### config.mk
export PLATFORM = sky130hd
export DESIGN_NAME = dispatch_queue_flat
export DESIGN_NICKNAME = d
export VERILOG_FILES = /design/src/rtl/dispatch_queue_if.sv /design/src/rtl/dispatch_queue.sv /design/src/flat_wrapper.sv
export SDC_FILE = /design/constraint.sdc
export NUM_CORES = 2
export LEC_CHECK = 0
export BUFFER_PORTS_ARGS = -buffer_cell sky130_fd_sc_hd__buf_2
export CORE_MARGIN = 2
export CORE_UTILIZATION = 63
export CTS_CLUSTER_DIAMETER = 30
export DETAILED_ROUTE_END_ITERATION = 10
export GPL_TIMING_DRIVEN = 1
export PLACE_DENSITY = 0.81
export RECOVER_POWER = 50
export SLEW_MARGIN = 20
export SYNTH_ARGS = -nofsm -noshare
export SYNTH_HDL_FRONTEND = slang
export SYNTH_SLANG_ARGS = --single-unit
### constraint.sdc
create_clock -name clk -period 9.56 [get_ports clk]
set_clock_uncertainty 0.05 [all_clocks]
set_input_delay 1.912 -clock clk [delete_from_list [all_inputs] [get_ports clk]]
set_output_delay 1.912 -clock clk [all_outputs]
set_load 0.01 [all_outputs]
### src/rtl/dispatch_queue_if.sv
// Decoded-entry payload type and the decoder/dispatch handshake bundle.
//
// Package dispatch_queue_pkg:
//   id_dispatch_t  - one decoded instruction; an all-zero entry (pc == 0) marks an empty slot.
//
// Interface dispatch_queue_if #(DEPTH):
//   flush       ctrl  -> queue  pipeline flush
//   push_valid  dec   -> queue  per-slot valid for push_i, bit 0 is older
//   push_i      dec   -> queue  two decoded entries
//   push_ready  queue -> dec    room for two entries this cycle
//   invalid_en  disp  -> queue  issue mask, selects how many head entries retire
//   dispatch_o  queue -> disp   two oldest entries, slot 0 oldest, zero when empty
//   head_valid  queue -> disp   per-slot occupancy of dispatch_o
//   count       queue -> disp   current occupancy
//   modport master: the decoder/ctrl/dispatch side; modport slave: the queue.

package dispatch_queue_pkg;

  typedef struct packed {
    logic [31:0] pc;
    logic [31:0] instr;
    logic [3:0]  fu_type;
    logic [4:0]  rd;
    logic [4:0]  rs1;
    logic [4:0]  rs2;
    logic        rd_we;
  } id_dispatch_t;

endpackage

interface dispatch_queue_if #(
  parameter int unsigned DEPTH = 16
);

  localparam int unsigned CNT_W = $clog2(DEPTH) + 1;

  logic                                      flush;
  logic [1:0]                                push_valid;
  dispatch_queue_pkg::id_dispatch_t [1:0]    push_i;
  logic                                      push_ready;
  logic [1:0]                                invalid_en;
  dispatch_queue_pkg::id_dispatch_t [1:0]    dispatch_o;
  logic [1:0]                                head_valid;
  logic [CNT_W-1:0]                          count;

  modport master (
    output flush,
    output push_valid,
    output push_i,
    output invalid_en,
    input  push_ready,
    input  dispatch_o,
    input  head_valid,
    input  count
  );

  modport slave (
    input  flush,
    input  push_valid,
    input  push_i,
    input  invalid_en,
    output push_ready,
    output dispatch_o,
    output head_valid,
    output count
  );

endinterface

### src/rtl/dispatch_queue.sv
// Dual-push / dual-pop in-order instruction queue between decode and dispatch.
//
// Ports:
//   clk   in  clock
//   rst   in  synchronous active-high reset
//   dq    slave modport of dispatch_queue_if (push side, head outputs, retire mask, flush)
//
// Entries are packed compactly at the tail in program order; the two oldest
// entries are presented combinationally from the registered array, masked to
// zero when the slot is empty.

module dispatch_queue #(
  parameter int unsigned DEPTH = 16
) (
  input  logic              clk,
  input  logic              rst,
  dispatch_queue_if.slave   dq
);

  import dispatch_queue_pkg::*;

  localparam int unsigned PTR_W = $clog2(DEPTH);
  localparam int unsigned CNT_W = PTR_W + 1;

  id_dispatch_t       r_mem [DEPTH];
  logic [PTR_W-1:0]   r_head;
  logic [PTR_W-1:0]   r_tail;
  logic [CNT_W-1:0]   r_count;

  logic               w_push_ready;
  logic               w_push_en;
  logic [1:0]         w_npush;
  logic [1:0]         w_npop_req;
  logic [1:0]         w_npop;
  logic               w_wr0_en;
  logic               w_wr1_en;
  id_dispatch_t       w_wr0_data;
  id_dispatch_t       w_wr1_data;
  logic [PTR_W-1:0]   w_tail1;
  logic [PTR_W-1:0]   w_head1;
  logic [1:0]         w_head_valid;

  // Space check uses the registered count only; a same-cycle pop never frees room.
  assign w_push_ready = (r_count <= CNT_W'(DEPTH - 2));
  assign w_push_en    = w_push_ready && !dq.flush && !rst;

  assign w_tail1 = r_tail + PTR_W'(1);
  assign w_head1 = r_head + PTR_W'(1);

  // Push decode: a lone slot-1 entry is written at tail so the queue stays compact.
  always_comb begin
    w_wr0_en   = 1'b0;
    w_wr1_en   = 1'b0;
    w_wr0_data = dq.push_i[0];
    w_wr1_data = dq.push_i[1];
    w_npush    = 2'd0;
    if (w_push_en) begin
      case (dq.push_valid)
        2'b11: begin
          w_wr0_en = 1'b1;
          w_wr1_en = 1'b1;
          w_npush  = 2'd2;
        end
        2'b01: begin
          w_wr0_en = 1'b1;
          w_npush  = 2'd1;
        end
        2'b10: begin
          w_wr0_en   = 1'b1;
          w_wr0_data = dq.push_i[1];
          w_npush    = 2'd1;
        end
        default: ;
      endcase
    end
  end

  // Retire count from the issue mask, clipped to the current occupancy.
  always_comb begin
    w_npop_req = 2'd0;
    case (dq.invalid_en)
      2'b11:        w_npop_req = 2'd2;
      2'b01, 2'b10: w_npop_req = 2'd1;
      default:      w_npop_req = 2'd0;
    endcase
    w_npop = w_npop_req;
    if (r_count < CNT_W'(w_npop_req)) begin
      w_npop = r_count[1:0];
    end
  end

  // Pointer and occupancy state; flush and reset discard that cycle's push and pop.
  always_ff @(posedge clk) begin
    if (rst || dq.flush) begin
      r_head  <= '0;
      r_tail  <= '0;
      r_count <= '0;
    end else begin
      r_head  <= r_head + PTR_W'(w_npop);
      r_tail  <= r_tail + PTR_W'(w_npush);
      r_count <= r_count + CNT_W'(w_npush) - CNT_W'(w_npop);
    end
  end

  // Entry storage; contents need no reset since empty slots are masked on output.
  always_ff @(posedge clk) begin
    if (w_wr0_en) begin
      r_mem[r_tail] <= w_wr0_data;
    end
    if (w_wr1_en) begin
      r_mem[w_tail1] <= w_wr1_data;
    end
  end

  // Head presentation.
  assign w_head_valid     = {(r_count >= CNT_W'(2)), (r_count != '0)};
  assign dq.head_valid    = w_head_valid;
  assign dq.dispatch_o[0] = w_head_valid[0] ? r_mem[r_head]  : '0;
  assign dq.dispatch_o[1] = w_head_valid[1] ? r_mem[w_head1] : '0;
  assign dq.push_ready    = w_push_ready;
  assign dq.count         = r_count;

  // Structural invariants of the ring.
  a_count_max : assert property (@(posedge clk) disable iff (rst)
    r_count <= CNT_W'(DEPTH));
  a_ptr_consistent : assert property (@(posedge clk) disable iff (rst)
    r_tail == PTR_W'(r_head + r_count[PTR_W-1:0]));

endmodule

### src/flat_wrapper.sv
// flat-port wrapper written by rule: the top's interface ports become plain ports
module dispatch_queue_flat import dispatch_queue_pkg::*;
#(
  parameter int unsigned DEPTH = 16
)
  (clk, rst, dq_flush, dq_push_valid, dq_push_i, dq_invalid_en, dq_push_ready, dq_dispatch_o, dq_head_valid, dq_count);
  dispatch_queue_if #(.DEPTH(DEPTH)) dq_i ();
  input  logic clk;
  input  logic rst;
  input wire logic [$bits(dq_i.flush)-1:0] dq_flush;
  input wire logic [$bits(dq_i.push_valid)-1:0] dq_push_valid;
  input wire logic [$bits(dq_i.push_i)-1:0] dq_push_i;
  input wire logic [$bits(dq_i.invalid_en)-1:0] dq_invalid_en;
  output wire logic [$bits(dq_i.push_ready)-1:0] dq_push_ready;
  output wire logic [$bits(dq_i.dispatch_o)-1:0] dq_dispatch_o;
  output wire logic [$bits(dq_i.head_valid)-1:0] dq_head_valid;
  output wire logic [$bits(dq_i.count)-1:0] dq_count;
  assign dq_i.flush = dq_flush;
  assign dq_i.push_valid = dq_push_valid;
  assign dq_i.push_i = dq_push_i;
  assign dq_i.invalid_en = dq_invalid_en;
  assign dq_push_ready = dq_i.push_ready;
  assign dq_dispatch_o = dq_i.dispatch_o;
  assign dq_head_valid = dq_i.head_valid;
  assign dq_count = dq_i.count;
  dispatch_queue #(.DEPTH(DEPTH)) u_core (.clk(clk), .rst(rst), .dq(dq_i));
endmodule
==> results_dict.tcl <==
set metrics [dict create \
    grt_usage_pct 38.15 \
    grt-ovfl-total 0 \
    io_pins 351 \
    status "complete, but fails checks" \
    synth_ff_type "edfxtp_1" \
    yosys_warnings 0 \
    dieArea_um2 129400 \
    synth.avg_cell_area_um2 17.27 \
    grtUsageMet2_pct 58.18 \
    cts-resized-gates 0 \
    nets 5019 \
    holdCritPathClass "flop to flop" \
    netlist-cell-type-count 47 \
    drv_cap 48 \
    crit_required_ns 9.87 \
    antenna_found_initial 50 \
    syn_area_um2 79690 \
    power_density_nw_per_um2 255.8 \
    ys_seq_area_share_pct 50.97 \
    cts_num_sinks 1357 \
    grt.met3_usage_pct 10.69 \
    drive_gt1_share_pct 46.99 \
    gp_congestion 0.8348 \
    grt_busiest_layer "met2" \
    cp-end-kind "flop" \
    fp.dieH_um 359.7 \
    syn_to_final_growth_pct 14.71 \
    cts_buffers 323 \
    ys_seq_elements 1357 \
    crit_type "primary input to flop" \
    vias_per_cell 7.594 \
    cts_root_buf "clkbuf_16" \
    hold_violations 0 \
    postCtsSetupBuffers 0 \
    fin_util_pct 72.80 \
    fin_hold_ws_ns 0.7331 \
    worst-r2r-setup-slack_ns 2.03 \
    period_share_pct 82.92 \
    period_minus_slack_ns 7.927 \
    worstSkewPairLatency_ns 0.89 \
    max_slew_margin_pct -248.7 \
    initial_core_util_pct 63.46 \
    final_common_cell "edfxtp_1" \
    vias 51160 \
    drtIter0Drc 7332 \
    cts_tree "yes" \
    firstDrtPassIters 6 \
    synth_edf_count 1344 \
    rsz0062_at_grt "false" \
    met1_usage_pct 50.72 \
    cp_max_fo 43 \
    synth_async_sr_flop_share_pct 0 \
    clock_path_buffers 4 \
    max_freq_ghz 0.1262 \
    wire_per_inst_um 36.85 \
    worstPathArrival_ns 8.24 \
    drc 0 \
    synthCells 4615 \
    wl_mm 248.3 \
    syn_nets 4814 \
    violations "capacitance limit, slew limit" \
    finalSetupTns_ns 0 \
    max_slew.worst_pin.slew_ns 5.230 \
    drv_slew 1472 \
    place_hpwl_mm 121.9 \
    drtAntennaViolNets 0 \
    grt_pass1_wl_mm 357.7 \
    grt_pass1_vias 52070 \
    ctsHoldBuffers 0 \
    core_um2 125600 \
    p_leak_nw 29.64 \
    finalSetupViolCount 0 \
    start_kind "primary input" \
    die_w_um 359.7 \
    io_buffer_count 350 \
    h-tree-depth 5 \
    max-vdd-ir-drop_uv 448.4 \
    most-common-layout-cells "edfxtp_1 (1344), mux2_2 (801), mux4_2 (673), mux2_1 (545), buf_2 (343)" \
    grt_max_degree 146 \
    rows 130 \
    clk_pin_slew_ns 0.05 \
]
worst max-delay path: stages:
cell and delay (ns):
clkbuf_1 0.14, inv_1 0.09, ha_1 0.26, nor2_1 0.23
a22o_1 0.19, nand2_1 0.08, nor3_1 0.24, clkbuf_1 1.65
clkbuf_1 3.38
final timing paths:
check,from,endpoint,cells past startpoint
min,u_core.dq.count[4]$_SDFF_PP0_,u_core.dq.count[4]$_SDFF_PP0_,4
min reg2reg,u_core.dq.count[4]$_SDFF_PP0_,u_core.dq.count[4]$_SDFF_PP0_,4
max reg2reg,u_core.dq.count[2]$_SDFF_PP0_,u_core.r_mem[2][45]$_DFFE_PP_,8
max,dq_push_valid[0],u_core.r_mem[2][45]$_DFFE_PP_,9
power breakdown:
group          leakage (nW)  switching, mW  internal [mW]
Clock                  5.02           3.42           7.09
Combinational          12.4           3.57           2.56
Sequential             12.2         0.0789           6.67
Total                  29.6           7.07           16.3
synthesized netlist by cell type (2+ instances only):
master	n	area share [%]
fa_1	3	0.075
buf_2	145	0.91
nand3_1	4	0.025
buf_6	50	0.71
and3_1	7	0.055
mux2_1	539	7.6
nand2_1	7	0.033
and2_1	7	0.055
xor2_1	4	0.044
nor2b_1	5	0.039
nor2_1	36	0.17
nand2b_1	4	0.031
a21o_1	2	0.019
or2_2	2	0.016
ha_1	21	0.33
and3b_1	2	0.022
o22ai_1	166	1.3
nor2_4	12	0.17
buf_1	20	0.094
xnor2_1	4	0.044
mux4_2	673	19
nor3_1	6	0.038
buf_8	48	0.90
edfxtp_1	1344	51
clkbuf_1	260	1.2
inv_1	17	0.080
dfxtp_1	13	0.33
nor2_2	2	0.016
a21oi_1	22	0.14
a22oi_1	83	0.78
mux2_2	807	11
buf_4	32	0.30
o2111ai_1	2	0.022
mux2i_1	253	3.2
state kept, by name, summed over array words and instances, names as in the netlist:
signal and count:
u_core.r_mem 1344, u_core.r_head 4, u_core.dq.count 5, u_core.r_tail 4
kinds of logic (layout without fill, tap and decap cells):
logic type      Yosys count  after routing  share of synthesized area (%)
mux                    2273           2273                          41.23
flops                  1357           1357                          50.97
buf+inv                 572           1020                          4.222
compound gates          282            282                          2.357
simple gates             99             99                         0.7254
fa+ha+maj                24             24                         0.4051
xor+xnor                  8              8                        0.08791
other cells               0             24                              0
through the flow:
step	area, um2	total power [mW]	std cells	setup WS (ns)
after floorplan	79690	10.79	4615	0.6061
after global placement	81390	12.76	6143	3.336
after detailed placement	81420	12.83	6144	3.284
after CTS	91760	23.30	6712	2.357
after global routing	91390	23.94	6726	1.535
final	91420	23.38	6737	1.633
layer usage:
metal	part of all wire [%]	up-vias
met5	0.11	-
met4	5.2	48
met3	13	848
met2	46	4060
met1	35	26470
li1	-	19730
final cells by class:
class / instances / area, um2
repair buffers: 435 / 2549
well taps: 1650 / 2064
clock buffers: 362 / 8324
fillers: 7549 / 34150
inverters: 17 / 63.81
flip-flops and latches: 1357 / 40630
clock inverters: 206 / 2019
multi-input cells: 2686 / 35710
diodes: 24 / 60.06
(Power assumes the default switching activity.)
